<file path="config.mk">
export PLATFORM = sky130hd
export DESIGN_NAME = multicycle_ctrl_flat
export DESIGN_NICKNAME = d
export VERILOG_FILES = /design/src/rtl/multicycle_ctrl_if.sv /design/src/rtl/multicycle_ctrl.sv /design/src/flat_wrapper.sv
export SDC_FILE = /design/constraint.sdc
export NUM_CORES = 1
export LEC_CHECK = 0
export BUFFER_PORTS_ARGS = -buffer_cell sky130_fd_sc_hd__buf_2
export CAP_MARGIN = 25
export CORE_UTILIZATION = 44
export CTS_CLUSTER_SIZE = 25
export DETAILED_ROUTE_END_ITERATION = 8
export PLACE_DENSITY = 0.83
export SYNTH_ARGS = -nofsm -noshare
export SYNTH_HDL_FRONTEND = slang
export SYNTH_SLANG_ARGS = --single-unit
</file>
<file path="constraint.sdc">
create_clock -name clk -period 1.73 [get_ports clk]
set_input_delay 0.0865 -clock clk [delete_from_list [all_inputs] [get_ports clk]]
set_output_delay 0.0865 -clock clk [all_outputs]
set_load 0.1 [all_outputs]
</file>
<file path="src/rtl/multicycle_ctrl_if.sv">
// multicycle_ctrl_if: handshake, decode and control bundle between the controller and its datapath/memory
interface multicycle_ctrl_if;
  logic       start, halt, zero, mem_ready;
  logic [6:0] opcode;
  logic       mem_req, mem_we, addr_sel, ir_we, pc_we, pc_src, alu_src, reg_we, retire;
  logic [1:0] aluop, wb_sel;
  logic [3:0] state;
  logic       trap, trap_cause;
  modport master (
    output start, halt, opcode, zero, mem_ready,
    input  mem_req, mem_we, addr_sel, ir_we, pc_we, pc_src, alu_src, aluop,
           reg_we, wb_sel, retire, state, trap, trap_cause
  );
  modport slave (
    input  start, halt, opcode, zero, mem_ready,
    output mem_req, mem_we, addr_sel, ir_we, pc_we, pc_src, alu_src, aluop,
           reg_we, wb_sel, retire, state, trap, trap_cause
  );
endinterface

</file>
<file path="src/rtl/multicycle_ctrl.sv">
// multicycle_ctrl: IDLE/FETCH/DECODE/EXECUTE/MEM/WRITE_BACK sequencer for a multicycle RV32I subset.
// Defining MC_WATCHDOG_EN adds a memory-wait watchdog that traps after TIMEOUT wait cycles.
module multicycle_ctrl #(
  parameter int unsigned TIMEOUT = 15
) (
  input logic              clk,
  input logic              reset,
  multicycle_ctrl_if.slave bus
);
  typedef enum logic [3:0] {
    IDLE = 4'd0, FETCH = 4'd1, DECODE = 4'd2, EXECUTE = 4'd3,
    WRITE_BACK = 4'd4, MEM = 4'd5, TRAP = 4'd6
  } state_t;
  typedef enum logic [2:0] {C_NONE, C_R, C_IALU, C_LOAD, C_STORE, C_BRANCH, C_JAL, C_ILL} cls_t;
  state_t state_q, boundary_d;
  cls_t   cls_q, cls_d;
  logic   trap_q, cause_q, wd_trip;
  always_comb
    cls_d = bus.opcode == 7'b0110011 ? C_R      :
            bus.opcode == 7'b0010011 ? C_IALU   :
            bus.opcode == 7'b0000011 ? C_LOAD   :
            bus.opcode == 7'b0100011 ? C_STORE  :
            bus.opcode == 7'b1100011 ? C_BRANCH :
            bus.opcode == 7'b1101111 ? C_JAL    : C_ILL;
  assign boundary_d = bus.halt ? IDLE : FETCH;
`ifdef MC_WATCHDOG_EN
  logic [3:0] wd_q;
  logic       waiting;
  assign waiting = (state_q == FETCH || state_q == MEM) && !bus.mem_ready;
  assign wd_trip = waiting && wd_q == 4'(TIMEOUT - 1);
  // Any non-wait cycle (ready, or outside FETCH/MEM) clears it, which also covers entry.
  always_ff @(posedge clk or posedge reset)
    if (reset) wd_q <= '0;
    else       wd_q <= waiting ? wd_q + 4'd1 : '0;
`else
  logic unused_timeout;
  assign unused_timeout = ^TIMEOUT;
  assign wd_trip = 1'b0;
`endif
  always_ff @(posedge clk or posedge reset)
    if (reset) begin
      state_q <= IDLE;
      cls_q   <= C_NONE;
      trap_q  <= 1'b0;
      cause_q <= 1'b0;
    end else begin
      case (state_q)
        IDLE:       if (bus.start) state_q <= FETCH;
        FETCH:
          if (wd_trip) begin
            state_q <= TRAP;
            trap_q  <= 1'b1;
            cause_q <= 1'b1;
          end else if (bus.mem_ready) state_q <= DECODE;
        DECODE: begin
          cls_q <= cls_d;
          if (cls_d == C_ILL) begin
            state_q <= TRAP;
            trap_q  <= 1'b1;
            cause_q <= 1'b0;
          end else state_q <= EXECUTE;
        end
        EXECUTE:
          state_q <= cls_q == C_BRANCH ? boundary_d :
                     (cls_q == C_LOAD || cls_q == C_STORE) ? MEM : WRITE_BACK;
        MEM:
          if (wd_trip) begin
            state_q <= TRAP;
            trap_q  <= 1'b1;
            cause_q <= 1'b1;
          end else if (bus.mem_ready) state_q <= cls_q == C_LOAD ? WRITE_BACK : boundary_d;
        WRITE_BACK: state_q <= boundary_d;
        TRAP:       ;
        default:    state_q <= IDLE;
      endcase
    end
  logic in_fetch, in_mem, in_exe, in_wb;
  assign in_fetch = state_q == FETCH;
  assign in_mem   = state_q == MEM;
  assign in_exe   = state_q == EXECUTE;
  assign in_wb    = state_q == WRITE_BACK;
  assign bus.mem_req    = in_fetch || in_mem;
  assign bus.mem_we     = in_mem && cls_q == C_STORE;
  assign bus.addr_sel   = in_mem;
  assign bus.ir_we      = in_fetch && bus.mem_ready;
  assign bus.pc_we      = in_exe;
  assign bus.pc_src     = in_exe && (cls_q == C_JAL || (cls_q == C_BRANCH && bus.zero));
  assign bus.alu_src    = in_exe && (cls_q == C_IALU || cls_q == C_LOAD || cls_q == C_STORE);
  assign bus.aluop      = !in_exe ? 2'b00 :
                          (cls_q == C_R || cls_q == C_IALU) ? 2'b10 :
                          cls_q == C_BRANCH ? 2'b01 : 2'b00;
  assign bus.reg_we     = in_wb;
  assign bus.wb_sel     = !in_wb ? 2'b00 : cls_q == C_LOAD ? 2'b01 : cls_q == C_JAL ? 2'b10 : 2'b00;
  assign bus.retire     = in_wb || (in_exe && cls_q == C_BRANCH) ||
                          (in_mem && cls_q == C_STORE && bus.mem_ready);
  assign bus.state      = state_q;
  assign bus.trap       = trap_q;
  assign bus.trap_cause = cause_q;
endmodule

</file>
<file path="src/flat_wrapper.sv">
// flat-port wrapper written by rule: the top's interface ports become plain ports
module multicycle_ctrl_flat 
#(
  parameter int unsigned TIMEOUT = 15
)
  (clk, reset, bus_start, bus_halt, bus_opcode, bus_zero, bus_mem_ready, bus_mem_req, bus_mem_we, bus_addr_sel, bus_ir_we, bus_pc_we, bus_pc_src, bus_alu_src, bus_aluop, bus_reg_we, bus_wb_sel, bus_retire, bus_state, bus_trap, bus_trap_cause);
  multicycle_ctrl_if bus_i ();
  input logic clk;
  input logic reset;
  input wire logic [$bits(bus_i.start)-1:0] bus_start;
  input wire logic [$bits(bus_i.halt)-1:0] bus_halt;
  input wire logic [$bits(bus_i.opcode)-1:0] bus_opcode;
  input wire logic [$bits(bus_i.zero)-1:0] bus_zero;
  input wire logic [$bits(bus_i.mem_ready)-1:0] bus_mem_ready;
  output wire logic [$bits(bus_i.mem_req)-1:0] bus_mem_req;
  output wire logic [$bits(bus_i.mem_we)-1:0] bus_mem_we;
  output wire logic [$bits(bus_i.addr_sel)-1:0] bus_addr_sel;
  output wire logic [$bits(bus_i.ir_we)-1:0] bus_ir_we;
  output wire logic [$bits(bus_i.pc_we)-1:0] bus_pc_we;
  output wire logic [$bits(bus_i.pc_src)-1:0] bus_pc_src;
  output wire logic [$bits(bus_i.alu_src)-1:0] bus_alu_src;
  output wire logic [$bits(bus_i.aluop)-1:0] bus_aluop;
  output wire logic [$bits(bus_i.reg_we)-1:0] bus_reg_we;
  output wire logic [$bits(bus_i.wb_sel)-1:0] bus_wb_sel;
  output wire logic [$bits(bus_i.retire)-1:0] bus_retire;
  output wire logic [$bits(bus_i.state)-1:0] bus_state;
  output wire logic [$bits(bus_i.trap)-1:0] bus_trap;
  output wire logic [$bits(bus_i.trap_cause)-1:0] bus_trap_cause;
  assign bus_i.start = bus_start;
  assign bus_i.halt = bus_halt;
  assign bus_i.opcode = bus_opcode;
  assign bus_i.zero = bus_zero;
  assign bus_i.mem_ready = bus_mem_ready;
  assign bus_mem_req = bus_i.mem_req;
  assign bus_mem_we = bus_i.mem_we;
  assign bus_addr_sel = bus_i.addr_sel;
  assign bus_ir_we = bus_i.ir_we;
  assign bus_pc_we = bus_i.pc_we;
  assign bus_pc_src = bus_i.pc_src;
  assign bus_alu_src = bus_i.alu_src;
  assign bus_aluop = bus_i.aluop;
  assign bus_reg_we = bus_i.reg_we;
  assign bus_wb_sel = bus_i.wb_sel;
  assign bus_retire = bus_i.retire;
  assign bus_state = bus_i.state;
  assign bus_trap = bus_i.trap;
  assign bus_trap_cause = bus_i.trap_cause;
  multicycle_ctrl #(.TIMEOUT(TIMEOUT)) u_core (.clk(clk), .reset(reset), .bus(bus_i));
endmodule
</file>
==> impl_metrics.tcl <==
set metrics [dict create \
    cts_max_level 1 \
    drcViolationCount 0 \
    critPathLaunchType "flop" \
    stdcell_count 133 \
    period_share_pct 97.4 \
    synth-seq-area-share_pct 26.6 \
    grt_use_total_pct 31.3 \
    worstPathArrival_ps 1600 \
    yosys-top-cells-area "dfrtp_1 27%, nand2b_1 5.7%, nor2_1 4.6%" \
    place_congestion 0.833 \
    ys_ff_latch 7 \
    reg2reg_from "u_core.bus.state[0]" \
    synth_edf_count 0 \
    grt_use_met2_pct 54.4 \
    finalSetupTns_ps 0 \
    synth_compound_gate_area_share_pct 25.3 \
    synth_top_family_by_area "simple AND/OR/NAND/NOR gates" \
    firstDrtPassIters 4 \
    initial_core_util_pct 48.7 \
    whs_endpoint "u_core.cls_q[1]" \
    synthSimpleGateAreaFrac_pct 38.4 \
    synth.area.mux_share_pct 0 \
    io_pins 32 \
    criticalPathCategory "flop to output port" \
    power_density_nw_per_um2 334 \
    yosys.area.top_type "dfrtp_1" \
    fp.dieW_um 40.7 \
    fin_crit_ps 1690 \
    core.rowCount 13 \
    top_usage_layer "met2" \
    clk_latency_ps 250 \
    setup_violations 0 \
    yosys.cell_types.count 43 \
    cts_buffers 3 \
    netlist_area_um2 658 \
    synth_xor_area_share_pct 1.33 \
    path_clk_slew_ps 50 \
    wire_per_inst_um 16.2 \
    fin_worst_skew_ps 1.23 \
    drtIter0Drc 41 \
    hold_viol 0 \
    grt_pass1_vias 783 \
    drv_slew 0 \
    min-delay-start "bus_opcode[5]" \
    vias 796 \
    core_area_um2 1350 \
    yosys_warnings 0 \
    synth_top_area_share_pct 26.6 \
    min_path_cells 2 \
    synthArstFlopShare_pct 100 \
    areaGrowthSynthToFinish_pct 80.2 \
    tritoncts "built" \
    max_freq_mhz 593 \
    cts_root_buffer "clkbuf_4" \
    grt_use_met3_pct 4.89 \
    via_per_inst 5.98 \
    clockBufferDepth 2 \
    fin_nets 132 \
    outcome "completed" \
    grt-ovfl-total 0 \
    grt_pass1_wl_um 3370 \
    antenna_found_initial 0 \
    post-route-cell-area_um2 1190 \
    ant_nets 0 \
    cp_max_fo 14 \
    met1_usage_pct 36.3 \
    ir_worst_vdd_mv 0.471 \
    grt_setup_unrepaired "yes" \
    placedCellCount 127 \
    rrSetupSlack_ps 90 \
    critPathCaptureType "output port" \
    synth_fa_ha_area_share_pct 0 \
    die_h_um 40.7 \
    leakage_nw 0.527 \
    syn_avg_cell_area_um2 8.13 \
    numClockSinks 7 \
    drt-total-wl_um 2160 \
    worst_path_largest_cell_delay_ps 570 \
    io_buffers 29 \
    postPlaceCellArea_um2 1140 \
    hold_class "primary input to flop" \
    synthFlopType "dfrtp_1" \
    hold_ws_ps 78.2 \
    grt_max_degree 15 \
    r2r_cells 6 \
    cap_violations 0 \
    crit_slowest_cell "dfrtp_4" \
    synth.most_common_cell "nor2_1" \
    reg2reg_to "u_core.bus.state[0]" \
    place.detailed.hpwl_um 1650 \
    synth_cells 81 \
    crit_required_ps 1640 \
    drive_gt1_share_pct 55.9 \
    crit_chain "nor2b_4, and3_4, a21oi_4, nand2_8, buf_12" \
    dieArea_um2 1650 \
    diodes 0 \
    ys_top_cells_by_count "8 x nor2_1, 7 x dfrtp_1, 6 x nand2b_1" \
]
[where the power goes]
group | total [W] | internal [W] | switching, W
combinational | 0.0000767 | 0.0000235 | 0.0000532
clock | 0.000150 | 0.0000881 | 0.0000619
sequential | 0.000169 | 0.000166 | 0.00000314
total | 0.000396 | 0.000277 | 0.000118
[cells by family after synthesis]
kind of cell	after synthesis
and+or+nand+nor	39
AOI/OAI and AO/OA	22
buffers and inverters	11
DFF	7
xor gates and xnor gates	1
other	1
[metrics by stage]
step,worst slack [ps],power [W],utilization [%]
after floorplan,-601,0.000221,-
after global placement,221,0.000242,84.2
after detailed placement,117,0.000245,84.2
after CTS,25.2,0.000396,86.8
after global routing,-1.36,0.000412,87.9
final,44.8,0.000396,87.9
[metal layers]
layer | share of wire, % | vias up
li1 | - | 363
met1 | 41 | 381
met2 | 51 | 44
met3 | 6.6 | 8
met4 | 1.7 | 0
met5 | 0 | -
[how the worst max path moves through the flow]
stage	from	to	slack, ps	cells past startpoint
2_1_floorplan	u_core.bus.state[0]	bus_retire	-600	5
3_3_place_gp	u_core.bus.state[1]	u_core.bus.state[0]	220	4
3_5_place_dp	u_core.bus.state[1]	u_core.bus.state[0]	120	4
4_1_cts	u_core.bus.state[1]	bus_wb_sel[0]	30	4
5_1_grt	u_core.cls_q[2]	bus_retire	-1	5
6_report	u_core.bus.state[0]	bus_retire	40	5
[worst max-delay path, delay by kind of cell, from the launching register on]
family | cells | cell delay (ps)
AOI/OAI and AO/OA | 1 | 180
buffers and inverters | 1 | 160
DFF | 1 | 570
and+or+nand+nor | 3 | 430
[state kept, by name, summed over array words and instances, names as in the netlist]
| register | flops |
|---|---|
| u_core.bus.trap | 1 |
| u_core.bus.state | 3 |
| u_core.cls_q | 3 |
[cell type report]
type | instances | area (um^2)
Clock buffer | 4 | 26.3
Tap cell | 15 | 18.8
Timing Repair Buffer | 37 | 358
Inverter | 6 | 38.8
Fill cell | 69 | 164
Multi-Input combinational cell | 64 | 556
Sequential cell | 7 | 189
[cells in the final DEF (no fill, tap or decap), drive strengths merged, types with 2 or more instances in the layout]
master	instances
buf	36
and2	3
nor2	8
nand3	2
and3b	2
o21ai	2
clkbuf	4
o2111ai	2
a21boi	2
nor2b	4
nand2	5
a21oi	3
dfrtp	7
nand2b	6
nor4	2
inv	5
a31oi	2
o211ai	2
conb	2
[what timing repair did]
action / CTS / global route
buffers inserted: 0 / 1
hold buffers: 1 / 0
resized for setup: 0 / 2
endpoints found under the setup margin: 0 / 4
endpoints found under the hold margin: 7 / 0
Power figures use the tool's default switching activity.
